$ cat config.mk
export PLATFORM = sky130hd
export DESIGN_NAME = router_2_out_arbiter
export DESIGN_NICKNAME = d
export VERILOG_FILES = /design/src/rtl/router_2_out_arbiter.sv
export SDC_FILE = /design/constraint.sdc
export NUM_CORES = 1
export LEC_CHECK = 0
export BUFFER_PORTS_ARGS = -buffer_cell sky130_fd_sc_hd__buf_2
export CAP_MARGIN = 15
export CORE_AREA = 2 2 39 41
export CTS_BUF_LIST = sky130_fd_sc_hd__clkbuf_8
export CTS_CLUSTER_DIAMETER = 120
export CTS_CLUSTER_SIZE = 30
export DETAILED_ROUTE_END_ITERATION = 10
export DIE_AREA = 0 0 41 43
export PLACE_DENSITY = 0.75
export SYNTH_ARGS = -nofsm -noshare
export SYNTH_HDL_FRONTEND = slang
export SYNTH_SLANG_ARGS = --single-unit
$ cat constraint.sdc
create_clock -name clk -period 1.83 [get_ports clk]
set_clock_uncertainty 0.2 [all_clocks]
set_input_delay 0.4575 -clock clk [delete_from_list [all_inputs] [get_ports clk]]
set_output_delay 0.4575 -clock clk [all_outputs]
set_load 0.01 [all_outputs]
$ cat src/rtl/router_2_out_arbiter.sv
// router_2_out_arbiter: per-output-port round-robin arbiter for router_2.
// Locks the output to one input (N/E/L) from header to tail flit, drives the
// crossbar select and the per-input grants that pop the input FIFOs.
// Optional feature macro: ARB_TIMEOUT_EN (adds stall counter + timeout port).

`ifndef N_PORT
`define N_PORT 3'd0
`endif
`ifndef E_PORT
`define E_PORT 3'd1
`endif
`ifndef L_PORT
`define L_PORT 3'd4
`endif

module router_2_out_arbiter #(
  parameter logic [2:0] SEL_IDLE = 3'b111
`ifdef ARB_TIMEOUT_EN
  , parameter int unsigned TIMEOUT_CYC = 16
`endif
) (
  input  logic       clk,
  input  logic       rst,
  input  logic       N_req,
  input  logic       E_req,
  input  logic       L_req,
  input  logic       N_tail,
  input  logic       E_tail,
  input  logic       L_tail,
  input  logic       out_ready,
  output logic       N_gnt,
  output logic       E_gnt,
  output logic       L_gnt,
  output logic [2:0] sel_out,
  output logic       busy
`ifdef ARB_TIMEOUT_EN
  , output logic     timeout
`endif
);

  typedef enum logic {
    IDLE   = 1'b0,
    LOCKED = 1'b1
  } state_t;

  state_t     state_reg, state_next;
  logic [1:0] owner_reg, owner_next;
  logic [1:0] ptr_reg, ptr_next;

  logic [2:0] req_vec;
  logic [2:0] gnt_vec;
  logic [1:0] ptr_eff;
  logic [1:0] cand [3];
  logic [1:0] pick_idx;
  logic       pick_valid;
  logic       req_owner;
  logic       tail_owner;
  logic       transfer;
  logic [2:0] owner_code;

  // Index after idx in N -> E -> L -> N order
  function automatic logic [1:0] next_idx(input logic [1:0] idx);
    case (idx)
      2'd0:    next_idx = 2'd1;
      2'd1:    next_idx = 2'd2;
      default: next_idx = 2'd0;
    endcase
  endfunction

  assign req_vec = {L_req, E_req, N_req};

  // A pointer of 3 can never be loaded; should it appear, N gets priority
  assign ptr_eff = (ptr_reg == 2'd3) ? 2'd0 : ptr_reg;

  // Candidate order: ptr, ptr+1, ptr+2 (mod 3)
  assign cand[0] = ptr_eff;
  assign cand[1] = next_idx(ptr_eff);
  assign cand[2] = next_idx(next_idx(ptr_eff));

  // Round-robin pick: scan lowest priority first so the highest one wins
  always_comb begin
    pick_valid = 1'b0;
    pick_idx   = ptr_eff;
    for (int k = 2; k >= 0; k--) begin
      if (req_vec[cand[k]]) begin
        pick_valid = 1'b1;
        pick_idx   = cand[k];
      end
    end
  end

  // Request, tail and crossbar code of the current owner
  always_comb begin
    req_owner  = 1'b0;
    tail_owner = 1'b0;
    owner_code = SEL_IDLE;
    case (owner_reg)
      2'd0: begin
        req_owner  = N_req;
        tail_owner = N_tail;
        owner_code = `N_PORT;
      end
      2'd1: begin
        req_owner  = E_req;
        tail_owner = E_tail;
        owner_code = `E_PORT;
      end
      2'd2: begin
        req_owner  = L_req;
        tail_owner = L_tail;
        owner_code = `L_PORT;
      end
      default: begin
        req_owner  = 1'b0;
        tail_owner = 1'b0;
        owner_code = SEL_IDLE;
      end
    endcase
  end

  // A flit moves only while locked, owner has a flit and downstream has credit;
  // nothing is granted while reset is held
  assign transfer = rst && (state_reg == LOCKED) && req_owner && out_ready;

  generate
    for (genvar gi = 0; gi < 3; gi++) begin : g_gnt
      assign gnt_vec[gi] = transfer && (owner_reg == 2'(gi));
    end
  endgenerate

  assign N_gnt   = gnt_vec[0];
  assign E_gnt   = gnt_vec[1];
  assign L_gnt   = gnt_vec[2];
  assign sel_out = transfer ? owner_code : SEL_IDLE;
  assign busy    = rst && (state_reg == LOCKED);

`ifdef ARB_TIMEOUT_EN
  logic [4:0] stall_cnt_reg, stall_cnt_next;
  logic       timeout_hit;

  // The stall that brings the count to TIMEOUT_CYC is the releasing cycle
  assign timeout_hit = rst && (state_reg == LOCKED) && !req_owner &&
                       (stall_cnt_reg == 5'(TIMEOUT_CYC - 1));
  assign timeout     = timeout_hit;

  // Count consecutive locked cycles where the owner has no flit
  always_comb begin
    stall_cnt_next = 5'd0;
    if ((state_reg == LOCKED) && !req_owner && !timeout_hit) begin
      stall_cnt_next = stall_cnt_reg + 5'd1;
    end
  end

  // Stall counter register
  always_ff @(posedge clk) begin
    if (!rst) begin
      stall_cnt_reg <= 5'd0;
    end else begin
      stall_cnt_reg <= stall_cnt_next;
    end
  end
`endif

  // Next-state logic: arbitrate in IDLE, release on a transferred tail
  always_comb begin
    state_next = state_reg;
    owner_next = owner_reg;
    ptr_next   = ptr_reg;
    case (state_reg)
      IDLE: begin
        if (pick_valid) begin
          owner_next = pick_idx;
          state_next = LOCKED;
        end
      end
      LOCKED: begin
        if (transfer && tail_owner) begin
          state_next = IDLE;
          ptr_next   = next_idx(owner_reg);
        end
`ifdef ARB_TIMEOUT_EN
        else if (timeout_hit) begin
          state_next = IDLE;
          ptr_next   = next_idx(owner_reg);
        end
`endif
      end
      default: begin
        state_next = IDLE;
      end
    endcase
  end

  // State, owner and pointer registers
  always_ff @(posedge clk) begin
    if (!rst) begin
      state_reg <= IDLE;
      owner_reg <= 2'd0;
      ptr_reg   <= 2'd0;
    end else begin
      state_reg <= state_next;
      owner_reg <= owner_next;
      ptr_reg   <= ptr_next;
    end
  end

endmodule

==> flow_summary.toml <==
[global_route]
grt_pass1_wl_um = 2470
grt_antenna_before_repair = 0
overflow = 0
grt_util_all_layers = 0.2030
grt_max_degree = 10
grt_pass1_vias = 590

[worst_setup_path]
cp_max_fo = 4
worst_ep_arrival_time_ns = 1.29
required_ns = 1.17
path_class = "reg -> out"
path_cells = "mux2i_1 -> nor2_1 -> o21ai_2 -> nand2b_1 -> buf_2"
max_stage_delay_ns = 0.33
cp-start-kind = "flop"
slowest_stage = "dfxtp_2"
critPathCaptureType = "output pin"

[status]
violations = "negative setup slack"
status = "finished, violations left"

[yosys]
synthFlopType = "dfxtp_1"
synthTopCellsByArea = "dfxtp_1 17%, ha_1 6.6%, a21oi_1 6.1%"
synth.most_common_cell = "inv_1"
async_reset_ff_frac = 0
yosys.area.top_type = "dfxtp_1"
synth_seq_cells = 5
syn_inst = 75
synth.top_cells.by_count = "9 x inv_1, 7 x a21oi_1, 7 x nand2_1"
synth-edff-count = 0
synth_warnings = 0
syn_area_um2 = 573.1
syn-num-nets = 87
synth_top_area_share = 0.1747
syn_avg_cell_area_um2 = 7.641
synth_cell_types = 32
yosysSeqAreaShare = 0.1747

[clock_tree]
cts_tree = "built"
clock-root-buffer = "clkbuf_8"
numCtsBuffers = 3
clkTransAtPathRegs_ns = 0.04
cts_max_path_buffers = 2
cts-hold-fix-buffers = 0
clock_latency_ns = 0.22
htreeDepth = 1
cts_sinks = 5

[drt]
vias = 663
drc = 0
dr.pass1.iters = 4
drtAntennaViolNets = 0
drt_wl_total_um = 1651
drt-initial-drc-count = 13
viasPerCell = 5.220
wl_per_cell_um = 13.00

[power]
finalPower_mw = 0.4608
power_density_nw_per_um2 = 497.0
p_leak_nw = 0.4243
vdd_drop_max_v = 0.0004792

[timing]
clock.fmax_mhz = 513.7
min_period_ns = 1.946
holdWs_ns = 0.3478
setup_tns_ns = -0.4544
fin_crit_sh = 1.064
final_max_slew_viol_count = 0
finalHoldViolCount = 0
setup_viol = 7
rsz0062_at_grt = "yes"
fin_ws_ns = -0.1165
worst_slew_pin_slew_ns = 0.3987
slew_headroom = 0.7333

[placement]
placed_area_um2 = 780.7
port_buffers = 15
dp_slack_ns = -0.1169
hpwlAfterDp_um = 1158
placedCellCount = 119
gp_congestion = 0.7591

[floorplan]
start_util = 0.4141
fp.dieH_um = 43
die_x_um = 41
pin_count = 16
rows = 14
coreArea_um2 = 1384
dieArea_um2 = 1763

[finish]
final_nets = 124
fin_util = 0.6700
drive_gt1_frac = 0.5586
fin_cells = 127
areaGrowthSynthToFinish_pct = 61.79
final_area_um2 = 927.1
n_antenna_cell = 0

[worst_hold_path]
hold_class = "reg -> reg"

[job]
cap_violations = 0
-- cells in the final DEF, fill, tap and decap left out, types with 2 or more instances in the layout --
| master | count |
|---|---|
| ha_4 | 3 |
| clkbuf_8 | 3 |
| and2_1 | 3 |
| inv_2 | 3 |
| inv_1 | 7 |
| nand2_1 | 7 |
| nor2_1 | 6 |
| nand2b_1 | 4 |
| o21ai_0 | 4 |
| a21oi_1 | 4 |
| mux2i_1 | 3 |
| o21ai_2 | 2 |
| buf_4 | 18 |
| buf_2 | 15 |
| dfxtp_2 | 3 |
| a21oi_2 | 4 |
-- worst paths after layout --
check	from	endpoint	slack, ns	cells after the start
hold / removal	owner_reg[1]	owner_reg[1]	0.35	2
hold reg to reg	owner_reg[1]	owner_reg[1]	0.35	2
setup reg to reg	ptr_reg[0]	owner_reg[1]	-0.07	6
setup / recovery	owner_reg[0]	sel_out[0]	-0.12	5
-- what timing repair did --
action                                  in CTS  in global routing
pin swaps                                    7                  8
endpoints found under the setup margin       7                  9
setup buffers                                3                  2
gates resized for setup                      7                 11
-- where the power goes --
part | internal, mW | switching, mW
clock | 0.144 | 0.0591
sequential | 0.115 | 0.00477
combinational | 0.0712 | 0.0669
-- cell type report --
| cell class | instances | area (um2) |
|---|---|---|
| clock inverter | 1 | 3.754 |
| sequential | 5 | 107.6 |
| fill | 121 | 456.7 |
| clock buffer | 3 | 41.29 |
| timing repair buffer | 34 | 221.5 |
| inverter | 9 | 33.78 |
| multi-input combinational | 59 | 499.2 |
| tap | 16 | 20.02 |
-- cells by family (layout without fill, tap and decap cells) --
| family | after synthesis | in the layout | synth area share |
|---|---|---|---|
| AO/OA/AOI/OAI | 23 | 23 | 0.3472 |
| multiplexers | 3 | 3 | 0.05240 |
| adder cells (fa/ha/maj) | 3 | 3 | 0.06551 |
| AND/OR/NAND/NOR | 30 | 30 | 0.2730 |
| buffers and inverters | 11 | 47 | 0.08732 |
| flip-flops | 5 | 5 | 0.1747 |
-- routing by layer --
| layer | share of wire | wire [um] | global-route usage |
|---|---|---|---|
| met5 | 0 | 0 | 0 |
| met4 | 0.056 | 92 | 0.1200 |
| met3 | 0.033 | 54 | 0.01571 |
| met2 | 0.50 | 822 | 0.3031 |
| met1 | 0.41 | 682 | 0.2710 |
-- critical path: cells and delay by family, from the launching register on --
| kind | cells | cell delay [ns] |
|---|---|---|
| buffers and inverters | 1 | 0.13 |
| AND/OR/NAND/NOR | 2 | 0.22 |
| multiplexers | 1 | 0.18 |
| AO/OA/AOI/OAI | 1 | 0.20 |
| flip-flops | 1 | 0.33 |
(Power assumes the default switching activity.)
